<file path="src/rtl/dm_arbiter.sv">
// Round-robin two-port arbiter/sequencer for the single-port data memory DM.
// Optional read-modify-write for partial-byte stores: define DM_ARB_RMW_EN.
module dm_arbiter #(
  parameter int AW = 16
) (
  input  logic          clk,
  input  logic          rst,
  input  logic          p0_req,
  input  logic          p0_we,
  input  logic [3:0]    p0_be,
  input  logic [AW-1:0] p0_addr,
  input  logic [31:0]   p0_wd,
  output logic          p0_ack,
  output logic [31:0]   p0_rd,
  input  logic          p1_req,
  input  logic          p1_we,
  input  logic [3:0]    p1_be,
  input  logic [AW-1:0] p1_addr,
  input  logic [31:0]   p1_wd,
  output logic          p1_ack,
  output logic [31:0]   p1_rd,
  output logic          dm_we,
  output logic [AW-1:0] dm_addres,
  output logic [31:0]   dm_wd,
  input  logic [31:0]   dm_rd,
  output logic          busy
);

`ifdef DM_ARB_RMW_EN
  typedef enum logic [1:0] {
    S_IDLE   = 2'd0,
    S_ACCESS = 2'd1,
    S_MERGE  = 2'd2,
    S_RESP   = 2'd3
  } state_t;
`else
  typedef enum logic [1:0] {
    S_IDLE   = 2'd0,
    S_ACCESS = 2'd1,
    S_RESP   = 2'd3
  } state_t;
`endif

  state_t        r_state;
  logic          r_last_grant;
  logic          r_port;
  logic          r_we;
  logic          r_dm_we;
  logic [AW-1:0] r_dm_addres;
  logic [31:0]   r_dm_wd;
  logic          r_p0_ack;
  logic          r_p1_ack;
  logic [31:0]   r_p0_rd;
  logic [31:0]   r_p1_rd;

  logic          w_grant;
  logic          w_we;
  logic [AW-1:0] w_addr;
  logic [31:0]   w_wd;

  assign w_grant = (p0_req & p1_req) ? ~r_last_grant : p1_req;
  assign w_we    = w_grant ? p1_we   : p0_we;
  assign w_addr  = w_grant ? p1_addr : p0_addr;
  assign w_wd    = w_grant ? p1_wd   : p0_wd;

`ifdef DM_ARB_RMW_EN
  logic [3:0] r_be;
  logic [3:0] w_be;
  logic       w_partial;

  assign w_be      = w_grant ? p1_be : p0_be;
  assign w_partial = (r_be != 4'b1111) && (r_be != 4'b0000);

  function automatic logic [31:0] merge_bytes(input logic [31:0] wd,
                                              input logic [31:0] old,
                                              input logic [3:0]  be);
    logic [31:0] m;
    for (int i = 0; i < 4; i++) begin
      m[8*i +: 8] = be[i] ? wd[8*i +: 8] : old[8*i +: 8];
    end
    return m;
  endfunction
`else
  logic w_unused_be;
  assign w_unused_be = ^{p0_be, p1_be};
`endif

  always_ff @(posedge clk or posedge rst) begin
    if (rst) begin
      r_state      <= S_IDLE;
      r_last_grant <= 1'b1;
      r_port       <= 1'b0;
      r_we         <= 1'b0;
`ifdef DM_ARB_RMW_EN
      r_be         <= 4'b0000;
`endif
      r_dm_we      <= 1'b0;
      r_dm_addres  <= '0;
      r_dm_wd      <= '0;
      r_p0_ack     <= 1'b0;
      r_p1_ack     <= 1'b0;
      r_p0_rd      <= '0;
      r_p1_rd      <= '0;
    end else begin
      case (r_state)
        S_IDLE: begin
          if (p0_req | p1_req) begin
            r_port       <= w_grant;
            r_last_grant <= w_grant;
            r_we         <= w_we;
            r_dm_addres  <= w_addr;
            r_dm_wd      <= w_wd;
`ifdef DM_ARB_RMW_EN
            r_be         <= w_be;
            // Only full-word stores write in ACCESS; partial ones write in MERGE.
            r_dm_we      <= w_we & (w_be == 4'b1111);
`else
            r_dm_we      <= w_we;
`endif
            r_state      <= S_ACCESS;
          end
        end
        S_ACCESS: begin
          r_dm_we <= 1'b0;
          if (!r_we) begin
            if (r_port) r_p1_rd <= dm_rd;
            else        r_p0_rd <= dm_rd;
            r_p0_ack <= ~r_port;
            r_p1_ack <= r_port;
            r_state  <= S_RESP;
`ifdef DM_ARB_RMW_EN
          end else if (w_partial) begin
            // r_dm_wd doubles as the merge register: old word merged with new bytes.
            r_dm_wd <= merge_bytes(r_dm_wd, dm_rd, r_be);
            r_dm_we <= 1'b1;
            r_state <= S_MERGE;
`endif
          end else begin
            r_p0_ack <= ~r_port;
            r_p1_ack <= r_port;
            r_state  <= S_RESP;
          end
        end
`ifdef DM_ARB_RMW_EN
        S_MERGE: begin
          r_dm_we  <= 1'b0;
          r_p0_ack <= ~r_port;
          r_p1_ack <= r_port;
          r_state  <= S_RESP;
        end
`endif
        S_RESP: begin
          r_p0_ack <= 1'b0;
          r_p1_ack <= 1'b0;
          r_state  <= S_IDLE;
        end
        default: begin
          r_dm_we  <= 1'b0;
          r_p0_ack <= 1'b0;
          r_p1_ack <= 1'b0;
          r_state  <= S_IDLE;
        end
      endcase
    end
  end

  assign dm_we     = r_dm_we;
  assign dm_addres = r_dm_addres;
  assign dm_wd     = r_dm_wd;
  assign p0_ack    = r_p0_ack;
  assign p1_ack    = r_p1_ack;
  assign p0_rd     = r_p0_rd;
  assign p1_rd     = r_p1_rd;
  assign busy      = (r_state != S_IDLE);

endmodule

</file>
<file path="config.mk">
export PLATFORM = sky130hd
export DESIGN_NAME = dm_arbiter
export DESIGN_NICKNAME = d
export VERILOG_FILES = /design/src/rtl/dm_arbiter.sv
export SDC_FILE = /design/constraint.sdc
export NUM_CORES = 1
export LEC_CHECK = 0
export ABC_CLOCK_PERIOD_IN_PS = 11500
export BUFFER_PORTS_ARGS = -buffer_cell sky130_fd_sc_hd__buf_4
export CORE_ASPECT_RATIO = 0.8
export CORE_UTILIZATION = 49
export DETAILED_ROUTE_END_ITERATION = 12
export PLACE_DENSITY = 0.85
export SYNTH_ARGS = -nofsm -noshare
export SYNTH_HDL_FRONTEND = slang
export SYNTH_SLANG_ARGS = --single-unit
</file>
<file path="constraint.sdc">
create_clock -name clk -period 11.5 [get_ports clk]
set_input_delay 2.875 -clock clk [delete_from_list [all_inputs] [get_ports clk]]
set_output_delay 2.875 -clock clk [all_outputs]
set_load 0.05 [all_outputs]
</file>
==> out/summary.log <==
[run_status] outcome completed
[synthesis] cell area after synthesis 5175 µm²
[global_routing] via count of the first global-routing pass 3855
[sta] final clock period utilization by the worst path 37.81%
[global_routing] initial antenna violation count 0
[sta] clk_skew 0.006834 ns
[drt] total DRC errors in the routed layout 0
[synthesis] post-synthesis sequential element count 120
[clock_tree] clock transition at the registers of the reported paths 0.06 ns
[worst_hold_path] number of cells on the worst hold path 1
[clock_tree] number of gates resized after CTS 0
[worst_setup_path] required arrival time at the worst endpoint 8.63 ns
[worst_setup_path] r2r setup slk 9.46 ns
[layout] share of post-route cells with drive strength above 1 75.93%
[drt] total iterations of the first detailed-routing run 4
[job] number of max-capacitance violations reported 0
[clock_tree] CTS tree done
[placed_design] detailed placement HPWL 8.860 mm
[worst_hold_path] worst min-delay path class reg -> reg
[sta] total negative setup slack 0 ns
[clock_tree] number of sinks handled by clock tree synthesis 120
[sta] Slew Limit Headroom 26.62%
[sta] final setup violation count 0
[global_routing] total track usage 23.19%
[die] count of pins on the block boundary 258
[drt] routed via count 3645
[synthesis] Netlist cell types 20
[global_routing] global route total overflow 0
[synthesis] Most used DFF post-synth sky130_fd_sc_hd__dfrtp_1
[synthesis] portion of synthesized cell area occupied by the leading cell type 57.54%
[worst_setup_path] Arrival @ worst endpoint 1.47 ns
[clock_tree] H-tree depth reported by CTS 4
[layout] net count reported at finish 719
[die] die area 10980 µm²
[synthesis] most numerous cell types in the synthesized netlist 154 x sky130_fd_sc_hd__mux2_2, 119 x sky130_fd_sc_hd__dfrtp_1, 11 x sky130_fd_sc_hd__buf_6
[clock_tree] Clock Path Buffers 2
[layout] synth-to-layout area growth 49.47%
[worst_setup_path] critical path type reg -> out
[sta] Hold Vio Cnt, Final 0
[worst_hold_path] worst hold start dm_addres[14]
[worst_setup_path] category of the worst setup path capture point output pin
[sta] number of max-slew violations in the final report 0
[synthesis] cell type contributing the most total cell area after synthesis sky130_fd_sc_hd__dfrtp_1
[layout] final antenna diode count 0
[worst_setup_path] delay of the slowest cell on the worst path 0.46 ns
[die] CORE AREA 10240 µm²
[worst_setup_path] chain of cells forming the critical path or2_2, buf_4
[die] chip height 93.92 µm
[clock_tree] number of post-CTS setup repair buffers 0
[drt] Detail Route Antenna Nets 0
[sta] unrepaired setup endpoints after global routing false
[synthesis] Async SR Flop Fraction 100.0%
[sta] Final Critical Period 4.348 ns
[worst_hold_path] worst hold endpoint dm_addres[14]
[synthesis] largest cells by area after synthesis sky130_fd_sc_hd__dfrtp_1 58%, sky130_fd_sc_hd__mux2_2 34%, sky130_fd_sc_hd__buf_6 2.4%
[drt] routed via count divided by cell count 4.993
[synthesis] EDFF count, synth 0
[clock_tree] clock buffer count from CTS 17
[drt] drt first-iter violations 129
[worst_setup_path] Critical Path Slowest Stage Cell sky130_fd_sc_hd__dfrtp_1
[die] initial core utilization 50.54%
[synthesis] most instantiated library cell after synthesis sky130_fd_sc_hd__mux2_2
[clock_tree] hold bufs inserted after CTS 0
[placed_design] gpl congestion 0.7160
[synthesis] number of warnings printed during yosys synthesis 0
[global_routing] global-route wire length before repair 18.97 mm
[synthesis] number of nets produced by synthesis 464
[placed_design] PortBufs 249
[sta] Least-Margin Pin Slew 1.101 ns
[worst_setup_path] R2R Path Start r_state[0]
[clock_tree] Worst-Skew Late Latency 0.40 ns
[die] standard-cell rows 33
[drt] aggregate routed wire length 12.10 mm
[worst_setup_path] number of cells traversed by the worst register-to-register path 3
[worst_setup_path] CP Launch Type register
[synthesis] synthesized instance count 322
[drt] WL/cell 16.58 µm
[global_routing] maximum number of pins on one net before global-route repair 90
[clock_tree] clk root buf sky130_fd_sc_hd__clkbuf_16
[synthesis] average cell area after synthesis 16.07 µm²
[die] die width 116.9 µm
[worst_setup_path] endpoint of the worst-slack reg-to-reg timing path dm_addres[9]
[synthesis] post-synthesis sequential area ratio 58.05%
[worst_setup_path] Max FO, Critical Path 7
[sta] timing-limited maximum frequency 230.0 MHz
final cells by class:
class,instances,area (µm²)
inverter,3,13.76
clock inverter,14,198.9
tap,140,175.2
clock buffer,18,439.2
sequential,120,3004
multi-input combinational,182,2004
timing repair buffer,253,1899
fill,676,2505
worst max-delay path, delay by kind of cell, from the launching register on:
kind | cells | cell delay (ns)
buf+inv | 1 | 0.22
flops | 1 | 0.46
simple gates | 1 | 0.40
registers in the layout (all words and copies together) (netlist names):
| register | flops |
|---|---|
| r_port | 1 |
| dm_wd | 32 |
| dm_we | 1 |
| p0_rd | 32 |
| r_last_grant | 1 |
| r_we | 1 |
| p0_ack | 1 |
| dm_addres | 16 |
| p1_rd | 32 |
| p1_ack | 1 |
| r_state | 2 |
how the worst max path moves through the flow:
stage / end / start / slack (ns) / depth (start not counted)
after floorplan: dm_addres[0] / rst / 5.44 / 1
after global placement: dm_addres[14] / p0_req / 6.87 / 5
after detailed placement: dm_addres[14] / p1_req / 6.80 / 5
after CTS: busy / r_state[0] / 7.14 / 2
after global routing: busy / r_state[0] / 7.10 / 2
final: busy / r_state[0] / 7.15 / 2
per-layer routing:
layer	up-vias	track usage, %	share of wire (%)
met5	-	0	0
met4	0	8.439	1.7
met3	17	7.806	7.3
met2	134	41.62	54
met1	1831	25.32	37
li1	1663	-	-
per-stage QoR:
step | hold WS, ns | utilization [%] | worst slack [ns] | instances | cell area [µm²]
2_1_floorplan | 0.5366 | - | 5.441 | 322 | 5175
3_3_place_gp | 0.4717 | 69.31 | 6.867 | 698 | 7097
3_5_place_dp | 0.4806 | 69.31 | 6.803 | 698 | 7097
4_1_cts | 0.4928 | 75.54 | 7.137 | 730 | 7735
5_1_grt | 0.5222 | 75.54 | 7.104 | 730 | 7735
6_report | 0.4888 | 75.54 | 7.152 | 730 | 7735
logic make-up after synthesis:
| kind of cell | Yosys count | share of synthesized area [%] |
|---|---|---|
| mux | 165 | 35.83 |
| flops | 120 | 58.05 |
| buf+inv | 20 | 3.361 |
| simple gates | 12 | 2.128 |
| compound gates | 5 | 0.6286 |
layout by cell type (no fill, tap or decap):
master	synthesis	layout
sky130_fd_sc_hd__nor2b_4	1	1
sky130_fd_sc_hd__nor2_1	4	4
sky130_fd_sc_hd__dfstp_2	1	1
sky130_fd_sc_hd__buf_4	0	253
sky130_fd_sc_hd__clkbuf_16	0	17
sky130_fd_sc_hd__a21boi_4	0	1
sky130_fd_sc_hd__a21oi_1	1	1
sky130_fd_sc_hd__bufinv_16	0	4
sky130_fd_sc_hd__nor3b_4	2	2
sky130_fd_sc_hd__o22ai_1	1	1
sky130_fd_sc_hd__clkinv_4	0	4
sky130_fd_sc_hd__mux2i_1	3	3
sky130_fd_sc_hd__inv_6	0	1
sky130_fd_sc_hd__mux2_1	8	8
sky130_fd_sc_hd__o21ai_0	2	2
sky130_fd_sc_hd__clkinvlp_4	0	4
sky130_fd_sc_hd__nor2_8	1	1
sky130_fd_sc_hd__nor3_1	1	1
sky130_fd_sc_hd__clkbuf_8	1	1
sky130_fd_sc_hd__or2_2	2	2
sky130_fd_sc_hd__dfrtp_1	119	119
sky130_fd_sc_hd__nor4_1	1	1
sky130_fd_sc_hd__clkinv_2	0	1
sky130_fd_sc_hd__mux2_2	154	154
sky130_fd_sc_hd__inv_4	0	1
sky130_fd_sc_hd__inv_1	3	2
Power is not shown: default switching activity piles up to over one toggle a cycle in this logic, so the estimate is an artifact.
